--- config.mk ---
export PLATFORM = sky130hd
export DESIGN_NAME = mole_spawner
export DESIGN_NICKNAME = d
export VERILOG_FILES = /design/src/rtl/mole_spawner.sv
export SDC_FILE = /design/constraint.sdc
export NUM_CORES = 1
export LEC_CHECK = 0
export ABC_CLOCK_PERIOD_IN_PS = 14500
export CAP_MARGIN = 25
export CORE_MARGIN = 2
export CORE_UTILIZATION = 60
export CTS_BUF_LIST = sky130_fd_sc_hd__clkbuf_8
export DETAILED_ROUTE_END_ITERATION = 8
export GPL_TIMING_DRIVEN = 0
export PLACE_DENSITY = 0.82
export SLEW_MARGIN = 20
export SYNTH_ARGS = -nofsm -noshare
export SYNTH_HDL_FRONTEND = slang
export SYNTH_SLANG_ARGS = --single-unit
--- constraint.sdc ---
create_clock -name clk -period 14.5 [get_ports clk]
set_clock_uncertainty 0.15 [all_clocks]
set_input_delay 1.45 -clock clk [delete_from_list [all_inputs] [get_ports clk]]
set_output_delay 1.45 -clock clk [all_outputs]
set_load 0.02 [all_outputs]
--- src/rtl/mole_spawner.sv ---
// rtl/mole_spawner.sv - whack-a-mole spawner: tick prescaler, LFSR spawns, mole aging, round FSM
//
// Purpose:
//   Drives the active-mole vector consumed by the whack/hit stage. On every
//   game tick it clears hit moles, ages the survivors (retiring expired ones
//   as misses) and may spawn one new mole at an LFSR-chosen position.
//   The round FSM is IDLE -> RUN -> DONE; a start pulse (re)enters RUN.
//
// Ports:
//   clk           system clock
//   rst_n         asynchronous active-low reset
//   start         one-cycle pulse, begins or restarts a round
//   hit_reg       positions hit this cycle (from the whack stage)
//   moles         active mole vector (registered)
//   missed        one-cycle pulse per mole that expired unhit
//   tick          one-cycle pulse on every game tick while running
//   round_active  high while the round is running
//
// Optional feature macro: MOLE_SPEEDUP_EN
//   Defined: the tick period starts at TICK_CYCLES and shrinks by
//   TICK_CYCLES>>3 after every 8th tick of a round, floored at TICK_CYCLES>>2.
//   Undefined: fixed tick period of TICK_CYCLES.

module mole_spawner #(
  parameter int          N_MOLES     = 18,
  parameter int          TICK_CYCLES = 50_000_000,
  parameter int          LIFE_TICKS  = 3,
  parameter int          MAX_ACTIVE  = 4,
  parameter int          ROUND_TICKS = 60,
  parameter logic [19:0] LFSR_SEED   = 20'hACE1
) (
  input  logic               clk,
  input  logic               rst_n,
  input  logic               start,
  input  logic [N_MOLES-1:0] hit_reg,
  output logic [N_MOLES-1:0] moles,
  output logic [N_MOLES-1:0] missed,
  output logic               tick,
  output logic               round_active
);

  localparam int AGE_W = $clog2(LIFE_TICKS + 1);
  localparam int RND_W = $clog2(ROUND_TICKS + 1);
  localparam int PRE_W = (TICK_CYCLES > 1) ? $clog2(TICK_CYCLES) : 1;
  localparam int PER_W = $clog2(TICK_CYCLES + 1);
  localparam int CNT_W = $clog2(N_MOLES + 1);
  // An all-zero seed would lock the LFSR up.
  localparam logic [19:0] SEED = (LFSR_SEED == 20'd0) ? 20'd1 : LFSR_SEED;

  typedef enum logic [1:0] {
    IDLE = 2'd0,
    RUN  = 2'd1,
    DONE = 2'd2
  } state_t;

  state_t             state;
  logic [19:0]        lfsr;
  logic [PRE_W-1:0]   presc;
  logic [RND_W-1:0]   rnd_cnt;
  logic [RND_W-1:0]   rnd_next;
  logic [AGE_W-1:0]   age     [N_MOLES];
  logic [AGE_W-1:0]   age_inc [N_MOLES];
  logic [PER_W-1:0]   term_cnt;
  logic               presc_tc;
  logic               round_end;
  logic [N_MOLES-1:0] hit_mask;
  logic [N_MOLES-1:0] after_hit;
  logic [N_MOLES-1:0] expire;
  logic [N_MOLES-1:0] after_age;
  logic [N_MOLES-1:0] spawn_vec;
  logic [CNT_W-1:0]   active_cnt;
  logic [5:0]         cand;

`ifdef MOLE_SPEEDUP_EN
  localparam int STEP  = TICK_CYCLES >> 3;
  localparam int FLOOR = TICK_CYCLES >> 2;
  logic [PER_W-1:0] period;
  assign term_cnt = period - PER_W'(1);
`else
  assign term_cnt = PER_W'(TICK_CYCLES - 1);
`endif

  // >= rather than == keeps the prescaler from running away if the period
  // ever shrinks below the current count.
  assign presc_tc  = (PER_W'(presc) >= term_cnt);
  assign rnd_next  = rnd_cnt + RND_W'(1);
  assign round_end = (rnd_next == RND_W'(ROUND_TICKS));

  // Free-running Fibonacci LFSR, x^20 + x^17 + 1. Runs in every state so the
  // spawn pattern depends on when start is pressed.
  always_ff @(posedge clk or negedge rst_n) begin
    if (!rst_n) begin
      lfsr <= SEED;
    end else begin
      lfsr <= {lfsr[18:0], lfsr[19] ^ lfsr[16]};
    end
  end

  // Tick evaluation: hit clear, then aging/expiry, then one candidate spawn.
  always_comb begin
    hit_mask   = hit_reg & moles;
    after_hit  = moles & ~hit_mask;
    expire     = '0;
    spawn_vec  = '0;
    active_cnt = '0;
    for (int i = 0; i < N_MOLES; i++) begin
      age_inc[i] = age[i] + AGE_W'(1);
      expire[i]  = after_hit[i] && (age_inc[i] == AGE_W'(LIFE_TICKS));
    end
    after_age = after_hit & ~expire;
    for (int i = 0; i < N_MOLES; i++) begin
      active_cnt = active_cnt + CNT_W'(after_age[i]);
    end
    cand = {1'b0, lfsr[4:0]};
    if (cand >= 6'(N_MOLES)) begin
      cand = cand - 6'(N_MOLES);
    end
    // A position hit on this edge may not respawn on the same edge.
    for (int i = 0; i < N_MOLES; i++) begin
      if ((cand == 6'(i)) && !after_age[i] && !hit_mask[i] &&
          (int'(active_cnt) < MAX_ACTIVE)) begin
        spawn_vec[i] = 1'b1;
      end
    end
  end

  always_ff @(posedge clk or negedge rst_n) begin
    if (!rst_n) begin
      state        <= IDLE;
      moles        <= '0;
      missed       <= '0;
      tick         <= 1'b0;
      round_active <= 1'b0;
      presc        <= '0;
      rnd_cnt      <= '0;
      for (int i = 0; i < N_MOLES; i++) age[i] <= '0;
`ifdef MOLE_SPEEDUP_EN
      period       <= PER_W'(TICK_CYCLES);
`endif
    end else begin
      missed <= '0;
      tick   <= 1'b0;
      if (start) begin
        state        <= RUN;
        round_active <= 1'b1;
        moles        <= '0;
        presc        <= '0;
        rnd_cnt      <= '0;
        for (int i = 0; i < N_MOLES; i++) age[i] <= '0;
`ifdef MOLE_SPEEDUP_EN
        period       <= PER_W'(TICK_CYCLES);
`endif
      end else begin
        case (state)
          IDLE: begin
            moles <= '0;
          end
          RUN: begin
            if (presc_tc) begin
              presc <= '0;
              tick  <= 1'b1;
            end else begin
              presc <= presc + PRE_W'(1);
            end
            // The tick pulse register doubles as the "evaluate tick" strobe,
            // so the mole update lands the cycle after tick is seen.
            if (!tick) begin
              moles <= moles & ~hit_reg;
              for (int i = 0; i < N_MOLES; i++) begin
                if (hit_mask[i]) age[i] <= '0;
              end
            end else if (round_end) begin
              state        <= DONE;
              round_active <= 1'b0;
              moles        <= '0;
              presc        <= '0;
              tick         <= 1'b0;
              rnd_cnt      <= rnd_next;
              for (int i = 0; i < N_MOLES; i++) age[i] <= '0;
            end else begin
              moles   <= after_age | spawn_vec;
              missed  <= expire;
              rnd_cnt <= rnd_next;
              for (int i = 0; i < N_MOLES; i++) begin
                if (hit_mask[i] || expire[i] || spawn_vec[i]) begin
                  age[i] <= '0;
                end else if (after_hit[i]) begin
                  age[i] <= age_inc[i];
                end
              end
`ifdef MOLE_SPEEDUP_EN
              if ((int'(rnd_next) % 8) == 0) begin
                if (period >= PER_W'(FLOOR + STEP)) begin
                  period <= period - PER_W'(STEP);
                end else begin
                  period <= PER_W'(FLOOR);
                end
              end
`endif
            end
          end
          DONE: begin
            moles        <= '0;
            round_active <= 1'b0;
          end
          default: begin
            state        <= IDLE;
            moles        <= '0;
            round_active <= 1'b0;
          end
        endcase
      end
    end
  end

endmodule

==> reports/summary.txt, run 1 <==
most frequent cells in the layout: dfrtp_1, nand2_1, clkdlybuf4s50_1
critical path endpoint category: flop
DIE AREA: 0.0122 sq mm
layout cell share with drive strength beyond 1: 7.91%
# rows: 38
GRT Overall Usage: 29.9%
total of warnings raised by yosys: 0
vias: 5904
initial antenna violation count: 0
Final nets: 831
mapped cell area: 0.00682 sq mm
number of synthesized flops with an enable pin: 0
worst hold path class: reg -> reg
Core ar.: 0.0110 sq mm
clock buffer depth: 2
chip width: 111 microns
Unique masters post-synth: 58
worst vdd rail ir drop: 0.0000731 V
Synth area leader: dfrtp_1
R2R Setup Slk: 8.75 ns
Area Overhead vs Synth: 17.3%
Initial Util: 62.1%
WS Path Type: in -> reg
worst-path cell chain: clkdlybuf4s50_1 > nor3b_1 > fa_1 > fa_1 > inv_1 > fa_1 > fa_1 > inv_1 > fa_1 > ha_1 > nor2_1 > o211ai_2 > nor3b_2 > a211oi_1 > o31ai_1 > o21ai_0
fin crit period: 6.62 ns
Ports: 59
Final Hold Viols: 0
slew margin rel.: 32.4%
FF+latch count, synth: 128
status: finished clean
Antenna Nets Post-Route: 0
critical path peak fanout: 8
Sink Count: 128
drt pass-1 iters: 7
commonest non-fill, non-tap cell in the layout: dfrtp_1
final setup fails: 0
vias in the first global route: 5646
number of diodes: 0
Crit-path slowest cell: nor3b_2
DRT iter0 DRCs: 637
ys flop type: dfrtp_1
clk root buf: clkbuf_8
fmax: 0.151 GHz
WP data required: 14.68 ns
Syn Inst Count: 692
period utilisation layout: 45.7%
Wirelength per Cell: 19.1 microns
crit-path most repeated cell: fa_1
CTS Hold Bufs: 0
GRT overflow: 0
DP Worst Slack: 7.01 ns
final WL: 17.6 mm
Tightest Pin Transition: 1.01 ns
Cell Pwr Density: 84.7 mW/mm^2
port buffer count: 57
GP Congestion: 0.874
Vias/cell: 6.39
DRC: 0
first-pass GRT wire length: 28.7 mm
LEAKAGE: 3.52 nW
Synth area leaders: dfrtp_1, ha_1, nand2_1, fa_1, dfstp_2
hpwl dp: 12.2 mm
CTS tree: yes
Fill cells: 798
DIE HEIGHT: 111 microns
Startpoint Class: input port
register area share after synthesis: 47.1%
CTS resizes: 0
Pins Over Slew Limit: 0
post-route setup slack: 7.88 ns
largest net degree at the start of global routing: 68
ys async rst share: 100%
total CTS buffers: 17
max-cap viol count: 0
CTS clk-pin slew, worst paths: 0.08 ns
RSZ-0062 raised after global routing: false
Hold Slack: 0.202 ns
area share of the largest cell type after synthesis: 44.0%
syn_nets: 752
CP peak stage delay: 0.62 ns
CTS HTree Levels: 4
# Post-CTS Setup Buffers: 0
Synth Area per Inst: 9.86 sq um
Sum Neg Setup Slack: 0 ns
Crit path arrival time: 6.81 ns
worst skew pair latency: 0.46 ns
[cells by family (layout without fill, tap and decap cells)]
family	count (synthesis)	in the layout	synth area share, %
buf+inv	77	169	4.42
simple gates	266	266	21.8
flops	128	128	47.1
fa+ha+maj	39	39	8.36
xor+xnor	7	7	0.899
compound gates	169	169	16.5
mux	6	6	0.880
[state kept, by name, summed over array words and instances (netlist names)]
signal	flops
tick	1
state	2
lfsr	20
round_active	1
moles	18
rnd_cnt	6
presc	26
age	36
missed	18
[power breakdown]
part | internal (mW) | total, mW | switching (mW)
logic | 0.0117 | 0.0371 | 0.0254
clock network | 0.141 | 0.282 | 0.141
registers | 0.358 | 0.359 | 0.000883
[metrics by stage]
step | cell area (sq um) | instances | total power [mW] | util (%)
3_3_place_gp | 7570 | 889 | 0.400 | 68.9
2_1_floorplan | 6820 | 692 | 0.380 | -
6_report | 8000 | 924 | 0.678 | 72.9
5_1_grt | 8000 | 924 | 0.701 | 72.9
4_1_cts | 7980 | 923 | 0.680 | 72.7
3_5_place_dp | 7620 | 891 | 0.402 | 69.4
[critical path: cells and delay by family]
family / cells / cell delay (ns)
buffers and inverters: 3 / 0.57
adders and majority gates: 6 / 2.64
AOI/OAI and AO/OA: 4 / 0.84
and+or+nand+nor: 3 / 1.30
[layout make-up]
class / count / area [sq um] / share of cell area, %
plain buffers: 31 / 129 / 1.61
clock buffers: 19 / 262 / 3.27
clock inverters: 13 / 100 / 1.25
inverters: 46 / 173 / 2.16
multi-input cells: 487 / 3340 / 41.7
flip-flops and latches: 128 / 3210 / 40.2
well taps: 140 / 175 / 2.19
repair buffers: 60 / 612 / 7.65
[Yosys cell counts, types with 7 or more instances]
cell type,count
dfrtp_1,120
nand2_1,63
inv_1,46
o21ai_0,42
nor2_1,41
a21oi_1,32
ha_1,28
nand3_1,28
clkbuf_1,26
nor3b_1,25
and4b_1,18
or3_1,15
a211oi_1,13
a21o_1,12
a32oi_1,12
nor3_1,12
a31oi_1,11
and2_1,11
fa_1,11
nand4_1,11
nand2b_1,9
dfstp_2,8
a211o_1,7
and3_1,7
o22ai_1,7
[path summary, 6_finish.rpt]
check                            startpoint        to  depth (start not counted)
worst max-delay path            hit_reg[11]   age[33]                         16
worst min-delay path                lfsr[8]   lfsr[9]                          0
worst max register to register       age[4]   age[33]                         17
worst min register to register      lfsr[8]   lfsr[9]                          0
max in group asynchronous             rst_n  presc[8]                          2
min in group asynchronous             rst_n    age[1]                          1
[per-layer routing]
metal | GRT usage, % | wire (microns) | vias up | share of wire, %
li1 | - | - | 2666 | -
met1 | 40.0 | 7240 | 2868 | 41
met2 | 45.7 | 8190 | 308 | 46
met3 | 7.30 | 1570 | 62 | 8.9
met4 | 15.1 | 631 | 0 | 3.6
met5 | 0 | 0 | - | 0
(Power assumes the default switching activity.)
==> run 2: changes to the inputs <==
--- a/config.mk
+++ b/config.mk
@@ -5,7 +5,7 @@
 export SDC_FILE = /design/constraint.sdc
 export NUM_CORES = 1
 export LEC_CHECK = 0
-export ABC_CLOCK_PERIOD_IN_PS = 14500
+export ABC_CLOCK_PERIOD_IN_PS = 6200
 export CAP_MARGIN = 25
 export CORE_MARGIN = 2
 export CORE_UTILIZATION = 60
==> constraint.sdc (replaced) <==
create_clock -name clk -period 6.2 [get_ports clk]
set_clock_uncertainty 0.15 [all_clocks]
set_input_delay 0.62 -clock clk [delete_from_list [all_inputs] [get_ports clk]]
set_output_delay 0.62 -clock clk [all_outputs]
set_load 0.02 [all_outputs]
==> reports/summary.txt, run 2 (same netlist as run 1, synthesis figures left out) <==
status: finished clean
commonest non-fill, non-tap cell in the layout: dfrtp_1
worst skew pair latency: 0.46 ns
DIE HEIGHT: 111 microns
GP Congestion: 0.874
Antenna Nets Post-Route: 0
critical path peak fanout: 8
DRT iter0 DRCs: 695
Top Metal Used: met4
clk root buf: clkbuf_8
CTS HTree Levels: 4
LEAKAGE: 3.53 nW
max-cap viol count: 0
port buffer count: 57
hold path cells: 0
CTS tree: yes
GRT overflow: 0
Final Power: 1.59 mW
vias in the first global route: 5629
most frequent cells in the layout: dfrtp_1, nand2_1, clkdlybuf4s50_1
r2r endpoint: age[33]
# rows: 38
Final Cell Area: 0.00801 sq mm
first-pass GRT wire length: 28.8 mm
Reg with most FFs: age
Tightest Pin Transition: 1.03 ns
slew margin rel.: 30.8%
fin cells: 925
final WL: 17.5 mm
FF-to-FF Start: age[4]
placed cell area: 0.00762 sq mm
Initial Util: 62.1%
hpwl dp: 12.2 mm
fin crit period: 5.78 ns
Startpoint Class: input port
worst hold path class: reg -> reg
clock buffer depth: 2
CTS clk-pin slew, worst paths: 0.08 ns
Sink Count: 128
fmax: 0.173 GHz
initial antenna violation count: 0
Final nets: 832
number of diodes: 0
R2R Setup Slk: 0.43 ns
GRT Overall Usage: 29.9%
RSZ-0062 raised after global routing: false
Wirelength per Cell: 19.0 microns
Vias/cell: 6.41
Pins Over Slew Limit: 0
DRC: 0
largest net degree at the start of global routing: 68
WL met3: 1.69 mm
layout cell share with drive strength beyond 1: 7.90%
Core ar.: 0.0110 sq mm
chip width: 111 microns
hold endpoint: lfsr[19]
Area Overhead vs Synth: 17.4%
period utilisation layout: 93.3%
Largest regs: age x36, presc x26, lfsr x20
Reg2Reg Depth: 17
vias: 5925
routed length on met2: 8.26 mm
Hold Slack: 0.202 ns
cell count after placement: 891
WP data required: 6.38 ns
critical path endpoint category: flop
worst vdd rail ir drop: 0.000171 V
Final Hold Viols: 0
final setup fails: 0
Hold Crit Start: lfsr[18]
max reg flops: 36
Cell Pwr Density: 198 mW/mm^2
Ports: 59
Crit path arrival time: 5.96 ns
WS Path Type: in -> reg
metal1 wirelength: 7.07 mm
total CTS buffers: 17
DIE AREA: 0.0122 sq mm
drt pass-1 iters: 5
run 2: changes by cell type in the layout (fill, tap and decap cells not counted):
| cell | delta |
|---|---|
| dlygate4sd3_1 | +1 |
run 2: worst max-delay path by stage:
stage / startpoint / end / slack (ns) / cells past startpoint
after floorplan: hit_reg[13] / age[32] / 0.96 / 15
after global placement: rst_n / presc[8] / -0.45 / 1
after CTS: hit_reg[11] / age[34] / 0.11 / 16
after global routing: hit_reg[11] / age[33] / 0.08 / 16
after detailed placement: hit_reg[11] / age[33] / -0.46 / 16
final: hit_reg[11] / age[33] / 0.42 / 16
run 2: repair_timing:
item | 4_1_cts | 5_1_grt
setup buffers | 0 | 0
endpoints found under the setup margin | 1 | 0
hold buffers | 1 | 0
endpoints found under the hold margin | 2 | 0
resized for setup | 1 | 0
run 2: layout make-up:
| cell class | count | area [sq um] |
|---|---|---|
| multi-input cells | 487 | 3340 |
| flip-flops and latches | 128 | 3210 |
| fillers | 793 | 2970 |
| repair buffers | 61 | 622 |
| clock buffers | 19 | 262 |
| well taps | 140 | 175 |
| inverters | 46 | 173 |
| plain buffers | 31 | 129 |
| clock inverters | 13 | 100 |
run 2: routing by layer:
metal,global-route usage [%],up-vias
li1,-,2674
met1,40.3,2884
met2,45.6,316
met3,7.46,51
met4,14.6,0
met5,0,-
run 2: per-stage QoR:
stage	setup slack [ns]	utilization, %	TNS (ns)
floorplan	0.961	-	0
global placement	-0.449	68.9	-55.15
detailed placement	-0.463	69.4	-5.86
CTS	0.107	72.8	0
global route	0.0766	72.9	0
finish	0.417	72.9	0
run 2: power breakdown:
part           switching (mW)  internal [mW]
Combinational          0.0594         0.0278
Sequential            0.00208          0.837
Clock                   0.329          0.330
Total                   0.390           1.19
run 2: critical path, stage by stage:
cell and delay (ns):
clkdlybuf4s50_1 0.46, nor3b_1 0.52, fa_1 0.52, fa_1 0.52, inv_1 0.05, fa_1 0.47, fa_1 0.54, inv_1 0.05
fa_1 0.41, ha_1 0.19, nor2_1 0.15, o211ai_2 0.21, nor3b_2 0.61, a211oi_1 0.21, o31ai_1 0.29, o21ai_0 0.12
==> run 3: changes to the inputs <==
--- a/config.mk
+++ b/config.mk
@@ -7,10 +7,12 @@
 export LEC_CHECK = 0
 export ABC_CLOCK_PERIOD_IN_PS = 6200
 export CAP_MARGIN = 25
+export CORE_ASPECT_RATIO = 1.1
 export CORE_MARGIN = 2
 export CORE_UTILIZATION = 60
 export CTS_BUF_LIST = sky130_fd_sc_hd__clkbuf_8
 export DETAILED_ROUTE_END_ITERATION = 8
+export GPL_ROUTABILITY_DRIVEN = 0
 export GPL_TIMING_DRIVEN = 0
 export PLACE_DENSITY = 0.82
 export SLEW_MARGIN = 20
==> reports/summary.txt, run 3 (same netlist as run 1, synthesis figures left out) <==
Final Hold Viols: 0
Antenna Nets Post-Route: 0
Final nets: 833
RSZ-0062 raised after global routing: false
Pins Over Slew Limit: 0
largest net degree at the start of global routing: 71
worst skew pair latency: 0.46 ns
Vias/cell: 6.26
Sink Count: 128
Initial Util: 62.0%
clock buffer depth: 2
Crit path arrival time: 5.96 ns
vias: 5842
max reg flops: 36
Startpoint Class: input port
WS Path Type: in -> reg
DIE HEIGHT: 116 microns
GRT Overall Usage: 29.0%
final setup fails: 0
# Post-CTS Setup Buffers: 0
fin crit period: 5.77 ns
CP peak stage delay: 0.62 ns
layout cell share with drive strength beyond 1: 8.40%
Area Overhead vs Synth: 18.5%
worst vdd rail ir drop: 0.000190 V
logic gate share of total power: 5.1%
fmax: 0.173 GHz
LEAKAGE: 3.55 nW
Fill cells: 806
crit-path most repeated cell: fa_1
hpwl dp: 11.9 mm
slew margin rel.: 30.1%
final WL: 17.0 mm
Cell Pwr Density: 207 mW/mm^2
Worst Path Buf+Inv: 3
final core utilization: 73.4%
DRT iter0 DRCs: 512
switching power: 0.405 mW
initial antenna violation count: 0
Reg with most FFs: age
Largest regs: age x36, presc x26, lfsr x20
Final Power: 1.68 mW
worst-path cell chain: clkdlybuf4s50_1 > nor3b_1 > fa_1 > fa_1 > inv_1 > fa_1 > fa_1 > inv_1 > fa_1 > ha_1 > nor2_1 > o211ai_2 > nor3_2 > a211oi_1 > nor3_1 > mux2i_1
WP data required: 6.39 ns
DIE AREA: 0.0122 sq mm
critical path peak fanout: 8
worst hold path class: reg -> reg
status: finished clean
Top Metal Used: met4
number of diodes: 0
most frequent cells in the layout: dfrtp_1, nand2_1, clkdlybuf4s50_1
placed cell area: 0.00764 sq mm
Sw Share: 24.2%
total CTS buffers: 17
clk root buf: clkbuf_8
Final Cell Area: 0.00808 sq mm
WL met3: 1.46 mm
Crit-path slowest cell: nor3_2
metal1 wirelength: 6.98 mm
post-route setup slack: 0.428 ns
chip width: 106 microns
CTS tree: yes
routed length on met2: 7.96 mm
P_int: 1.27 mW
Hold Slack: 0.199 ns
fin cells: 933
critical path endpoint category: flop
vias in the first global route: 5628
CTS HTree Levels: 4
Wirelength per Cell: 18.3 microns
period utilisation layout: 93.1%
max-cap viol count: 0
Flop pwr share: 50.1%
first-pass GRT wire length: 27.5 mm
commonest non-fill, non-tap cell in the layout: dfrtp_1
# rows: 40
Ports: 59
Largest delay share family, worst path: adder cells
Tightest Pin Transition: 1.04 ns
cell count after placement: 900
port buffer count: 57
clock group share of total power: 44.8%
drt pass-1 iters: 6
CTS clk-pin slew, worst paths: 0.08 ns
DP Worst Slack: -0.361 ns
Sum Neg Setup Slack: 0 ns
GRT overflow: 0
DRC: 0
Core ar.: 0.0110 sq mm
run 3: cell count changes in the layout (fill, tap and decap cells not counted), sizes merged:
| cell | delta |
|---|---|
| clkbuf | -1 |
| buf | +1 |
| clkinvlp | +1 |
| bufinv | +2 |
| inv | -2 |
run 3: per-layer routing:
metal / GRT usage, % / vias up
met5: 0 / -
met2: 46.1 / 307
met3: 6.02 / 59
met4: 14.7 / 0
met1: 38.3 / 2799
li1: - / 2677
run 3: path summary, 6_finish.rpt:
path / start / end / slack, ns / cells after the start
worst max register to register: age[12] / age[34] / 0.45 / 17
min in group asynchronous: rst_n / age[0] / 0.54 / 2
worst min register to register: lfsr[18] / lfsr[19] / 0.20 / 0
worst max-delay path: hit_reg[11] / age[34] / 0.43 / 16
max in group asynchronous: rst_n / moles[7] / 4.63 / 3
worst min-delay path: lfsr[18] / lfsr[19] / 0.20 / 0
run 3: cell type report:
| type | count | area, sq um | area share, % |
|---|---|---|---|
| Clock inverter | 14 | 168 | 2.07 |
| Sequential cell | 128 | 3210 | 39.8 |
| Inverter | 46 | 173 | 2.14 |
| Timing Repair Buffer | 62 | 627 | 7.76 |
| Tap cell | 147 | 184 | 2.28 |
| Buffer | 31 | 129 | 1.59 |
| Clock buffer | 18 | 248 | 3.07 |
| Multi-Input combinational cell | 487 | 3340 | 41.3 |
run 3: worst register-to-register path, cell delays in order (launching register included):
cell and delay, ns:
dfrtp_1 0.37, inv_1 0.05, ha_1 0.22, nor3b_1 0.48, fa_1 0.52, fa_1 0.53
inv_1 0.05, fa_1 0.46, fa_1 0.55, inv_1 0.05, fa_1 0.43, ha_1 0.19
nor2_1 0.15, o211ai_2 0.22, nor3_2 0.62, a211oi_1 0.19, nor3_1 0.30, mux2i_1 0.12
run 3: power by group through the flow:
stage                     clock network, mW  logic, mW  registers (mW)
final                                 0.751     0.0859           0.839
after global routing                  0.793     0.0946           0.839
after CTS                             0.759     0.0858           0.839
after detailed placement                  0     0.0850           0.855
after global placement                    0     0.0804           0.855
after floorplan                           0     0.0350           0.855
run 3: timing repair:
item / CTS / global route
hold endpoints to repair: 50 / 0
setup endpoints to repair: 0 / 2
hold buffers: 1 / 0
resized for setup: 0 / 3
==> patch: new RTL, flow settings as in run 1 <==
Add a define of `MOLE_SPEEDUP_EN`.
--- a/src/rtl/mole_spawner.sv
+++ b/src/rtl/mole_spawner.sv
@@ -20,6 +20,8 @@
 //   Defined: the tick period starts at TICK_CYCLES and shrinks by
 //   TICK_CYCLES>>3 after every 8th tick of a round, floored at TICK_CYCLES>>2.
 //   Undefined: fixed tick period of TICK_CYCLES.
+
+`define MOLE_SPEEDUP_EN
 
 module mole_spawner #(
   parameter int          N_MOLES     = 18,
Function: no difference found for any inputs over 4 cycles, from zero or initial values and one cycle with rst_n low; that may be too few to reach the edited logic, so the function may still have changed.
==> patch against run 1 <==
  * Worst setup slack lost 0.33 ns
  * Non-clock buffer count rose by 6
  * Area after synthesis grew 32%
  * Sequential share of layout area decreased by 3.3 points
  * Register-to-register slack lost 0.34 ns
  * Via count is 31% higher
  * Routed wire length grew 28%
  * Hold slack improved by 0.0062 ns
  * Sequential power grew 22%
  * Total power up 30%
  * Die area increased by 30%
  * Maximum frequency down 4.7%
  * Final area up 28%
  * Sequential cell count increased by 22
  * Critical path type unchanged
  * Largest cell class unchanged
  * Highest routed layer unchanged
==> patch: results (changes against run 1) <==
Run status
  • Run status: complete, no violations (unchanged)

Global route
  • Vias in the first global route: 7289 (was 5646)
  • Routing usage on met1: 42.36% (was 39.98%)
  • Global-route usage over all layers: 29.29% (was 29.90%)
  • Largest net degree at the start of global routing: 99 (was 68)
  • Met2 Track Usage GR: 44.81% (was 45.73%)
  • First-pass GRT wire length: 37.20 mm (was 28.74 mm)
  • Grt met3 use: 7.339% (was 7.300%)

Cells and area
  • Non-clk buf share: 7.651% (was 9.257%)
  • Register area: 3779 um2 (was 3213 um2)
  • Multi-input gate area: 4785 um2 (was 3338 um2)
  • Biggest regs: age x36, presc x26, period x22 (was age x36, presc x26, lfsr x20)
  • Non-clock inverter count: 64 (was 46)
  • Repair and plain buffers: 97 (was 91)
  • Layout cells sized above 1: 7.312% (was 7.908%)
  • Clock-cell share: 4.246% (was 4.519%)
  • Seq_cells: 150 (was 128)
  • Filler Cells Inserted: 1141 (was 798)
  • Final #Nets: 1127 (was 831)
  • Comb_multi_in: 710 (was 487)

Critical path
  • Cell with the largest stage delay on the worst path: nor4_1 (was nor3b_2)
  • Critical path startpoint: hit_reg[13] (was hit_reg[11])
  • Largest stage delay, worst path: 0.86 ns (was 0.62 ns)
  • Worst R2R Start: age[8]$_DFFE_PN0P_ (was age[4]$_DFFE_PN0P_)
  • Arrival @ worst endpoint: 7.14 ns (was 6.81 ns)

Logic synthesis
  • Synth Area in Compound Gates: 17.34% (was 16.50%)
  • Adder-Cell Fraction of Synth Area: 10.12% (was 8.362%)
  • Synth area leaders: dfrtp_1, ha_1, dfstp_2 (was dfrtp_1, ha_1, nand2_1)
  • Mapped Nets: 1049 (was 752)
  • Post-synthesis mux area share: 1.812% (was 0.8802%)
  • Synth unique cells: 72 (was 58)

Power and ir drop
  • P_clk: 357 uW (was 282 uW)
  • Seq power: 438 uW (was 359 uW)
  • Sw Share: 27.57% (was 24.65%)
  • P_leak: 4.486 nW (was 3.521 nW)
  • Max rail drop VDD: 0.06791 mV (was 0.07313 mV)

Route
  • Met2 wire len: 10.17 mm (was 8.192 mm)
  • Met3 wire length: 2.007 mm (was 1.573 mm)
  • DRT met1 WL: 10.00 mm (was 7.235 mm)
  • Initial drt markers: 820 (was 637)
  • Wirelength, routed: 22.56 mm (was 17.63 mm)

Place
  • Pre-CTS setup slack: 7.211 ns (was 7.007 ns)
  • Port bufs: 58 (was 57)

Clock tree
  • Clk buf depth: 2 (unchanged)

STA
  • Worst Tran Pin Value: 1.108 ns (was 1.011 ns)

Hold path
  • Hold Startpoint: lfsr[14]$_DFF_PN0_ (was lfsr[8]$_DFF_PN0_)
patch: cell types whose count changed in the layout (fill, tap and decap cells not counted), sizes merged, moves of 21 or more:
cell and delta:
nor2 +30, a21oi +33, inv +25, nand2 +26, and3 +21, ha +27
patch: metrics by stage:
step	util, %	cells	instance area, um2
CTS	70.28	1237	10250
finish	70.28	1237	10250
global route	70.28	1237	10250
detailed placement	67.30	1205	9818
floorplan	-	962	8975
global placement	67.08	1204	9786
patch: path summary, 6_finish.rpt:
path,endpoint,slack (ns),cells past startpoint
max,age[18]$_DFFE_PN0P_,7.55,16
min,lfsr[15]$_DFF_PN1_,0.21,0
max reg2reg,age[18]$_DFFE_PN0P_,8.41,17
min reg2reg,lfsr[15]$_DFF_PN1_,0.21,0
max in group asynchronous,period[20]$_DFFE_PN1P_,12.64,2
min in group asynchronous,lfsr[14]$_DFF_PN0_,0.73,1
